==> config.mk <==
export PLATFORM = sky130hd
export DESIGN_NAME = req_arbiter_fsm
export DESIGN_NICKNAME = d
export VERILOG_FILES = /design/src/rtl/req_arbiter_fsm_pkg.sv /design/src/rtl/sat_counter.sv /design/src/rtl/req_arbiter_fsm.sv
export SDC_FILE = /design/constraint.sdc
export NUM_CORES = 1
export LEC_CHECK = 0
export ABC_AREA = 1
export CAP_MARGIN = 20
export CORE_AREA = 2 2 40 45
export CTS_BUF_LIST = sky130_fd_sc_hd__clkbuf_4 sky130_fd_sc_hd__clkbuf_8
export DETAILED_ROUTE_END_ITERATION = 6
export DIE_AREA = 0 0 42 47
export PLACE_DENSITY = 0.76
export RECOVER_POWER = 50
export SKIP_LAST_GASP = 1
export SYNTH_ARGS = -nofsm -noshare
export SYNTH_HDL_FRONTEND = slang
export SYNTH_SLANG_ARGS = --single-unit
==> constraint.sdc <==
create_clock -name clk -period 4.2 [get_ports clk]
set_input_delay 0.84 -clock clk [delete_from_list [all_inputs] [get_ports clk]]
set_output_delay 0.84 -clock clk [all_outputs]
set_load 0.03 [all_outputs]
==> src/rtl/req_arbiter_fsm_pkg.sv <==
// Shared state encoding, grant codes and requester identifiers for the
// two-requester arbiter.
package req_arbiter_fsm_pkg;

  typedef enum logic [1:0] {
    ST_IDLE = 2'd0,
    ST_GA   = 2'd1,
    ST_GB   = 2'd2
  } arb_state_t;

  typedef enum logic {
    SIDE_A = 1'b0,
    SIDE_B = 1'b1
  } side_t;

  localparam logic [1:0] GNT_NONE = 2'b00;
  localparam logic [1:0] GNT_A    = 2'b01;
  localparam logic [1:0] GNT_B    = 2'b10;

  // The one-hot grant is derived from the state alone, so 2'b11 cannot occur.
  function automatic logic [1:0] gnt_decode(arb_state_t s);
    logic [1:0] g;
    g = GNT_NONE;
    case (s)
      ST_GA:   g = GNT_A;
      ST_GB:   g = GNT_B;
      default: g = GNT_NONE;
    endcase
    return g;
  endfunction

endpackage

==> src/rtl/sat_counter.sv <==
// Up-counter that sticks at MAX; clr has priority over en.
// Used as the grant hold counter of req_arbiter_fsm.
module sat_counter #(
  parameter int W   = 3,
  parameter int MAX = 3
) (
  input  logic         clk,
  input  logic         rst,
  input  logic         clr,
  input  logic         en,
  output logic [W-1:0] q
);

  localparam logic [W-1:0] QMAX = W'(MAX);

  always_ff @(posedge clk) begin
    if (rst) begin
      q <= '0;
    end else if (clr) begin
      q <= '0;
    end else if (en && (q != QMAX)) begin
      q <= q + 1'b1;
    end
  end

endmodule

==> src/rtl/req_arbiter_fsm.sv <==
// Round-robin grant controller for two requesters with a bounded hold time,
// so a waiting requester is served after at most HOLD_MAX cycles.
module req_arbiter_fsm
  import req_arbiter_fsm_pkg::*;
#(
  parameter int HOLD_MAX   = 4,
  parameter int CNT_W      = 3,
  parameter int FIXED_PRIO = 0
) (
  input  logic             clk,
  input  logic             rst,
  input  logic             req_a,
  input  logic             req_b,
  output logic [1:0]       gnt,
  output logic             busy,
  output logic             release_pulse,
  output logic [CNT_W-1:0] hold_cnt
);

  localparam logic [CNT_W-1:0] HOLD_LAST = CNT_W'(HOLD_MAX - 1);

  arb_state_t state;
  arb_state_t state_next;
  side_t      last;
  logic       release_evt;
  logic       cnt_en;
  logic       cnt_clr;

  always_comb begin
    state_next  = state;
    release_evt = 1'b0;
    unique case (state)
      ST_IDLE: begin
        if (req_a && req_b) begin
          state_next = ((FIXED_PRIO != 0) || (last == SIDE_B)) ? ST_GA : ST_GB;
        end else if (req_a) begin
          state_next = ST_GA;
        end else if (req_b) begin
          state_next = ST_GB;
        end
      end
      ST_GA: begin
        if (!req_a || (req_b && (hold_cnt == HOLD_LAST))) begin
          release_evt = 1'b1;
          state_next  = req_b ? ST_GB : ST_IDLE;
        end
      end
      ST_GB: begin
        if (!req_b || (req_a && (hold_cnt == HOLD_LAST))) begin
          release_evt = 1'b1;
          state_next  = req_a ? ST_GA : ST_IDLE;
        end
      end
      default: state_next = ST_IDLE;
    endcase
  end

  // Count only while the same grant is kept; any new grant or idle restarts at 0.
  assign cnt_en  = (state_next == state) && (state != ST_IDLE);
  assign cnt_clr = !cnt_en;

  sat_counter #(
    .W   (CNT_W),
    .MAX (HOLD_MAX - 1)
  ) u_hold_cnt (
    .clk (clk),
    .rst (rst),
    .clr (cnt_clr),
    .en  (cnt_en),
    .q   (hold_cnt)
  );

  // Outputs are registered from the next state so they line up with the state register.
  always_ff @(posedge clk) begin
    if (rst) begin
      state         <= ST_IDLE;
      last          <= SIDE_B;
      gnt           <= GNT_NONE;
      busy          <= 1'b0;
      release_pulse <= 1'b0;
    end else begin
      state         <= state_next;
      gnt           <= gnt_decode(state_next);
      busy          <= (state_next != ST_IDLE);
      release_pulse <= release_evt;
      if (release_evt) begin
        last <= (state == ST_GA) ? SIDE_A : SIDE_B;
      end
    end
  end

endmodule

# Word level (Yosys, flattened, before mapping)
# Index checks and enable logic that the tools add are counted.
# op_classes
add_sub_neg	1
eq_ne	7
mux	14
bitwise	1
n_reduce_logical	13
# op_table
operator	n
2-bit two-way mux	7
2-bit one-hot mux with 3 select lines	1
1-bit logical AND	5
2-bit by 1-bit equality test with 1-bit output (second input constant)	2
2-bit equality test (second input constant)	2
1-bit two-way mux	4
2-bit one-hot mux with 2 select lines	1
2-bit nonzero test	2
3-bit by 1-bit adder with 3-bit output (second input constant)	1
3-bit by 2-bit equality test with 1-bit output (second input constant)	1
3-bit by 2-bit inequality test with 1-bit output (second input constant)	1
2-bit equality test	1
1-bit logical NOT	2
2-bit logical NOT	1
1-bit logical OR	2
1-bit one-hot mux with 2 select lines	1
2-bit OR reduction	1
1-bit inverter	1
# totals
ff_bits	10
input_bits	4
output_inout_bits	7
word_cells	42

# Depth between registers and ports, before layout
# Gate-level depths: netlist of the first run.
# depth
word_depth	9
ltp_mapped	14
depth_no_buf	14

# By module
# Synthesis of the first run repeated with hierarchy kept, for this count alone.
# unflattened
hier_cells	89
hier_area_um2	635.6
# by_module_without_submodules
module	n_inst	cells_each	area_per_inst_um2	seq_area_each_um2
req_arbiter_fsm	1	66	476.7	140.1
sat_counter	1	23	158.9	60.1

# Worst setup path before layout of the first run
# No wires, ideal clock.
# synth_path
path_type	input port to flip-flop
start	input port req_a
end	register u_hold_cnt.q[1]
setup_ps	112
arrival_time_ps	1774
required_ps	4088
path_slack_ps	2313
cell_stages	11
n_path_buf	1
cell_sequence	buf_4 -> nand2_2 -> nand2_2 -> o21ai_0 -> nand2_1 -> nand3_2 -> nand3_1 -> nand2_1 -> nand3_1 -> nor2_1 -> nor2_1
# synth_via
elab_chain_len	8
word_cells_on_any_way	16
classes_between	eq/ne: 1; mux: 6; bitwise: 1; reduce/logical: 8
# synth_rtl
element	line_no	rtl
from (decl)	req_arbiter_fsm.sv:12	input logic req_a,
1-bit logical AND / 1-bit logical NOT (equally long branches)	req_arbiter_fsm.sv:49, req_arbiter_fsm.sv:43	
1-bit logical OR, on equally long branches	req_arbiter_fsm.sv:49, req_arbiter_fsm.sv:43	
2-bit two-way mux, on equally long branches	req_arbiter_fsm.sv:49, req_arbiter_fsm.sv:43	
2-bit one-hot mux with 3 select lines *	req_arbiter_fsm.sv:32	unique case (state)
2-bit equality test *	req_arbiter_fsm.sv:59	assign cnt_en = (state_next == state) && (state != ST_IDLE);
1-bit logical AND *	req_arbiter_fsm.sv:59	
1-bit inverter (no line)	-	
2-bit OR reduction (no line)	-	
to (signal assigned)	sat_counter.sv:22	q <= q + 1'b1;
to (decl)	sat_counter.sv:11	output logic [W-1:0] q
# Every way passes the cells marked *; elsewhere a longest branch is shown, timed or not.
# A chain may end at the register's enable or synchronous reset.

# Worst setup path in the final report of the first run
# Ends and elaborated chain as after synthesis.

==> metrics.txt, run 1 <==
Rel. slew slack slightly below 80%; CTS tree done; Place WS 1610 ps; IO Pins 11; Avg Cell Area, Syn about 7 um^2; CP endpoint kind register; TritonCTS Sinks 10; outcome completed; multi-input logic area around 380 um^2; FF/Latch Area roughly 200 um^2; Die Wd 42 um; Mapped Cells between 90 and 100; R2R setup slack between 2000 and 2500 ps; Routed WL per cell 9.88 um; Internal about 0.19 mW; hold_sp last; Crit path required time ~4400 ps; Syn Nets 106; clock root buffer master clkbuf_4; Reg2Reg Depth 12; Final Cell Area 787 um^2; Initial Util 43.0%; Netlist cell types 19; vias in the first global route 541; hold buffers post-CTS 0; Clk pin slew, worst setup/hold paths ~60 ps; Comb pwr share between 30 and 40%; CP max FO 10; crit path kind input pin to register; Area contributors post-synth dfxtp_1 31%, ha_1 11%, nand2_1 11%, inv_1 8.0%, nor2_1 6.9%; Pins Over Slew Limit 0; Fin Setup TNS 0 ps; fin nets about 120; startpoint type of the worst setup path input pin; Sw Pwr just over 0.1 mW; area post-placement 758 um^2; # Post-CTS Setup Buffers 0; Ys Warns 0; clock insertion delay at the later pin of the skew report between 200 and 300 ps; share of layout cells above drive strength 1 under 10%; RSZ-0062 raised after global routing no; adder-cell share of the synthesized area about 11%; P&R area growth vs syn 20.5%; Fin Hold WS 513 ps; Cell Area, Synth approximately 650 um^2; Routed WL between 1 and 1.5 mm; compound-gate portion of the synthesized area under 10%; Critical Path AT about 2600 ps; clk_skew approximately 1.8 ps; first-pass GRT wire length roughly 2.1 mm; Simple-Gate Fraction of Synth Area between 30 and 40%; IR drop worst, VDD between 0.0002 and 0.0003 V; crit share post-route between 50 and 60%; Clock Path Buffers 2; Flop pwr share 38.1%; Clock power frac 29.0%; mux cell area share after synthesis 0%; f_max ~410 MHz; die span in y ~47 um; sequential share of the synthesized area a little under a third; Lkg Pwr ~0.38 nW; RR Startpoint u_hold_cnt.q[0]; total number of vias 614; Synth area leader dfxtp_1; final setup margin roughly 1800 ps; Layout fillers between 150 and 200; worst hold path class register to register; post-route ant nets 0; largest net degree at the start of global routing 11; core area approximately 1500 um^2; Hold EP last; initial antenna violation count 0; hold depth 2; PortBufs 10; DR vias/cell 4.95; switching share of power 34.4%; GRT overflow 0; drt first pass iters 6; final hold violation count 0; Pwr Density 373 nW/um^2; GP Congestion 0.831; FF+latch count, synth 10; Final setup viols 0; DP HPWL approximately 950 um; reg-to-reg endpoint u_hold_cnt.q[1]; DR iter-0 viols 19; gr usage total 14.6%; H-tree depth 1; top cell type's share of synthesized area a little under a third; Die Area 1970 um^2; n_diodes 0; total CTS buffers 3; Residual DRC 0; Post-Synth XOR/XNOR Area roughly 1.3%; max-cap violations 0; Tightest Pin Transition between 300 and 400 ps; largest family of logic cells by synthesized area simple AND/OR/NAND/NOR gates; clock period minus worst slack 2430 ps; # rows 15; cts repair resizes 0
## sequential cells by signal (all words and copies together), names as in the netlist
| signal | flops |
|---|---|
| state | 2 |
| release_pulse | 1 |
| last | 1 |
| gnt | 2 |
| busy | 1 |
| u_hold_cnt.q | 3 |
## power by group through the flow
stage                     Clock [mW]  Combinational (mW)  Sequential (mW)
after floorplan                    0              0.0590            0.127
after global placement             0              0.0970            0.114
after detailed placement           0              0.0989            0.114
after CTS                     0.0904              0.0994            0.112
after global routing          0.0943               0.109            0.114
final                         0.0852              0.0963            0.112
## layout by cell type, fill, tap and decap left out
cell type        netlist  final
a21oi_1                3      3
clkbuf_4               0      3
clkbuf_8               0      1
clkdlybuf4s50_1        0      4
dfxtp_1               10     10
dlygate4sd3_1          0      6
ha_1                   6      6
inv_1                 14     14
nand2_1               19     20
nand2_2                2      1
nand3_1                8      9
nand4_1                4      4
nor2_1                12     12
nor2_2                 2      2
nor2_4                 2      2
nor3_1                 2      2
o21ai_0                6      6
or2_2                  1      1
xor2_1                 1      1
## cells by family after synthesis
logic type,after synthesis
compound gates,9
xor+xnor,1
fa+ha+maj,6
buf+inv,17
flops,10
simple gates,53
## worst max-delay path, stage by stage
cell           delay (ps)
dlygate4sd3_1         720
nand2_1               160
nand2_2               110
nand3_1                70
nand2_1                90
nor2_2                 50
nor2_4                120
nor2_2                 60
nor2_4                130
nand3_1               100
nor2_1                100
nor2_1                 40
## cell type report
class	instances	share of cell area [%]
repair buffers	10	12.7
flip-flops and latches	10	25.4
well taps	17	2.70
inverters	14	6.68
multi-input cells	69	47.9
clock buffers	4	4.61
## Yosys cell counts
cell      n
xor2_1    1
a21oi_1   3
nand3_1   8
nand3_2   1
inv_1    14
dfxtp_1  10
or2_2     1
buf_4     1
nor2_4    2
nor2_1   12
nand2_1  19
nand4_1   4
nand2_2   2
nor2_2    2
nor3_1    2
o21ai_0   6
buf_1     1
ha_1      6
buf_2     1
## metrics by stage
| step | cells | total power, mW | util (%) |
|---|---|---|---|
| final | 124 | 0.293 | 51.8 |
| after global routing | 124 | 0.317 | 51.8 |
| after CTS | 124 | 0.302 | 52.3 |
| after detailed placement | 120 | 0.213 | 49.9 |
| after global placement | 120 | 0.211 | 49.9 |
| after floorplan | 96 | 0.186 | - |
## worst max-delay path by stage
stage / from / endpoint / slack, ps / depth (start not counted)
after floorplan: req_a / u_hold_cnt.q[1] / 2310 / 11
after global placement: req_a / u_hold_cnt.q[1] / 1660 / 12
after detailed placement: req_a / u_hold_cnt.q[1] / 1610 / 12
after CTS: req_a / u_hold_cnt.q[1] / 1900 / 12
after global routing: req_a / u_hold_cnt.q[1] / 1620 / 12
final: req_a / u_hold_cnt.q[1] / 1770 / 12
## metal layers
layer	vias up	part of all wire (%)	routed length [um]	global-route usage, %
met4	0	3.0	37	12.3
li1	329	-	-	-
met1	258	42	513	14.7
met5	-	0	0	0
met3	4	6.0	74	2.69
met2	23	49	600	27.2
(Power assumes the default switching activity.)
==> run 2: changes to the inputs <==
Settings changed: PLACE_DENSITY 0.76 to 0.78.
Clock period 4.2 ns to 2 ns, I/O delays scaled along.
==> run 2 against run 1 <==
  * Wire length grew 13%
  * Die area is the same
  * Sequential share of layout area is 1.4 points lower
  * Final cell count grew 3.2%
  * Clock skew grew 8.3 ps
  * Non-clock buffer count is 4 higher
  * Via count is 5.5% higher
  * Power is 120% higher
  * Critical path depth stayed put
  * Global-route usage increased by 1.6 points
  * Core utilization increased by 3.8 points
  * Cell area is 7.3% higher
==> metrics.txt, run 2 (synthesized netlist as in run 1, its figures left out) <==
CP startpoint u_hold_cnt.q[0]; commonest non-fill, non-tap cell in the layout nand2_1; startpoint type of the worst setup path register; met3 usage 2.31% (-0.38 points); initial antenna violation count 0 (unchanged); clock root buffer master clkbuf_4; GR Util met2 34.1% (+6.9 points); Pwr Density 765 nW/um^2 (+110%); CP max stage cell dfxtp_1; final non-filler cell total 128 (+3.2%); final hold violation count 0 (unchanged); crit share post-route roughly 90%; crit-path cells ha_1, ha_4, nand2_2, nand2_2, o21ai_1, nand2_1, nand3_2, nand3_1, nand2_2, nand3_1, nor2_1, nor2_1; hold buffers post-CTS 0 (unchanged); drt first pass iters 4 (-2); post-route ant nets 0 (unchanged); cts repair resizes 0 (unchanged); H-tree depth 1 (unchanged); Fin Setup TNS 0 ps (unchanged); met1 Usage GRT 14.5% (-0.20 points); Routed WL per cell 10.8 um (+9.4%); Crit path required time 2170 ps (-2190 ps); Placed Cells 124 (+3.3%); DR iter-0 viols 20 (+1); n_diodes 0 (unchanged); Critical Path AT 1960 ps (-630 ps); total CTS buffers 3 (unchanged); most frequent CP cell nand2_2; CTS tree done; worst hold path class register to register; Largest register FFs 3 (unchanged); core area 1520 um^2 (unchanged); f_max roughly 560 MHz; Critical Path Max Stage Delay 330 ps (-390 ps); IO Pins 11 (unchanged); RSZ-0062 raised after global routing no; CP max FO 6 (-4); Tightest Pin Transition 355 ps (+23.5 ps); vias in the first global route 600 (+11%); P&R area growth vs syn 29.3%; TritonCTS Sinks 10 (unchanged); fin nets 122 (+3.4%); Regs by FF count u_hold_cnt.q (3), gnt (2), state (2); Clock Path Buffers 2 (unchanged); Residual DRC 0 (unchanged); RR Startpoint u_hold_cnt.q[0]; GP Congestion 0.835 (+0.41%); Initial Util 43.0% (unchanged); total number of vias 648 (+5.5%); Die Wd 42 um (unchanged); IR drop worst, VDD 0.000428 V (+48%); commonest cells after routing, fill and taps aside 18 x nand2_1, 14 x inv_1, 12 x nor2_1; hold_sp last; Pins Over Slew Limit 0 (unchanged); Layout fillers 125 (-22%); DR vias/cell 5.06 (+2.2%); clock period minus worst slack 1790 ps; die span in y 47 um (unchanged); # Post-CTS Setup Buffers 0 (unchanged); PortBufs 10 (unchanged); Die Area 1970 um^2 (unchanged); Lkg Pwr 0.423 nW (+10%); # rows 15 (unchanged); Clk pin slew, worst setup/hold paths 70 ps (about the same); crit path kind register to register; share of layout cells above drive strength 1 18.0% (+8.7 points); clock insertion delay at the later pin of the skew report 270 ps (about the same); busiest grt layer met2; clk_skew 10.1 ps (+8.28 ps); CP endpoint kind register; outcome completed; DP HPWL 1.04 mm (+9.9%); total design power 0.646 mW (+120%); Rel. slew slack 76.3% (-1.5 points); Final setup viols 0 (unchanged); largest net degree at the start of global routing 11 (unchanged); GRT overflow 0 (unchanged); most flop-heavy register u_hold_cnt.q; max-cap violations 0 (unchanged); gr usage total 16.2% (+1.6 points); Routed WL 1.38 mm (+13%); first-pass GRT wire length 2.30 mm (+9.5%)
## run 2: changes by cell type in the layout (fill, tap and decap cells not counted), moves of 2 or more
cell and change:
dfxtp_1 -2, buf_4 +3, dfxtp_2 +2, nand2_1 -2
nand2_2 +2
## run 2: worst paths after layout
check / end / slack [ps] / depth (start not counted)
setup / recovery: u_hold_cnt.q[1] / 210 / 12
setup reg to reg: u_hold_cnt.q[1] / 210 / 12
hold reg to reg: last / 540 / 2
hold / removal: last / 540 / 2
## run 2: metrics by stage
step / hold slack [ps] / utilization [%] / worst slack [ps] / cell area (um^2)
after global routing: 590 / 55.6 / 2.07 / 845
after detailed placement: 523 / 51.9 / -162 / 788
after global placement: 491 / 51.9 / -83.1 / 788
after CTS: 540 / 54.2 / 36.1 / 825
final: 536 / 55.6 / 206 / 845
after floorplan: 465 / - / 115 / 653
## run 2: area by class of cell
cell class / instances / area, um^2 / share of cell area, %
clock buffers: 4 / 36.3 / 4.30
multi-input cells: 69 / 399 / 47.3
inverters: 14 / 52.6 / 6.22
repair buffers: 14 / 133 / 15.7
well taps: 17 / 21.3 / 2.52
flip-flops and latches: 10 / 203 / 24.0
## run 2: worst max-delay path: cells and delay by family, from the launching register on
family          cells  cell delay (ps)
fa+ha+maj           2              420
simple gates        9              780
flops               1              330
compound gates      1              150
## run 2: metal layers
metal / share of wire, % / wire, um
met1: 40 / 558
met2: 54 / 743
met3: 3.3 / 45
met4: 2.7 / 38
met5: 0 / 0
## run 2: where the power goes
part | leakage [nW] | internal [mW] | total (mW) | switching (mW)
combinational | 0.320 | 0.0871 | 0.225 | 0.138
clock | 0.0210 | 0.111 | 0.184 | 0.0734
sequential | 0.0827 | 0.221 | 0.237 | 0.0157
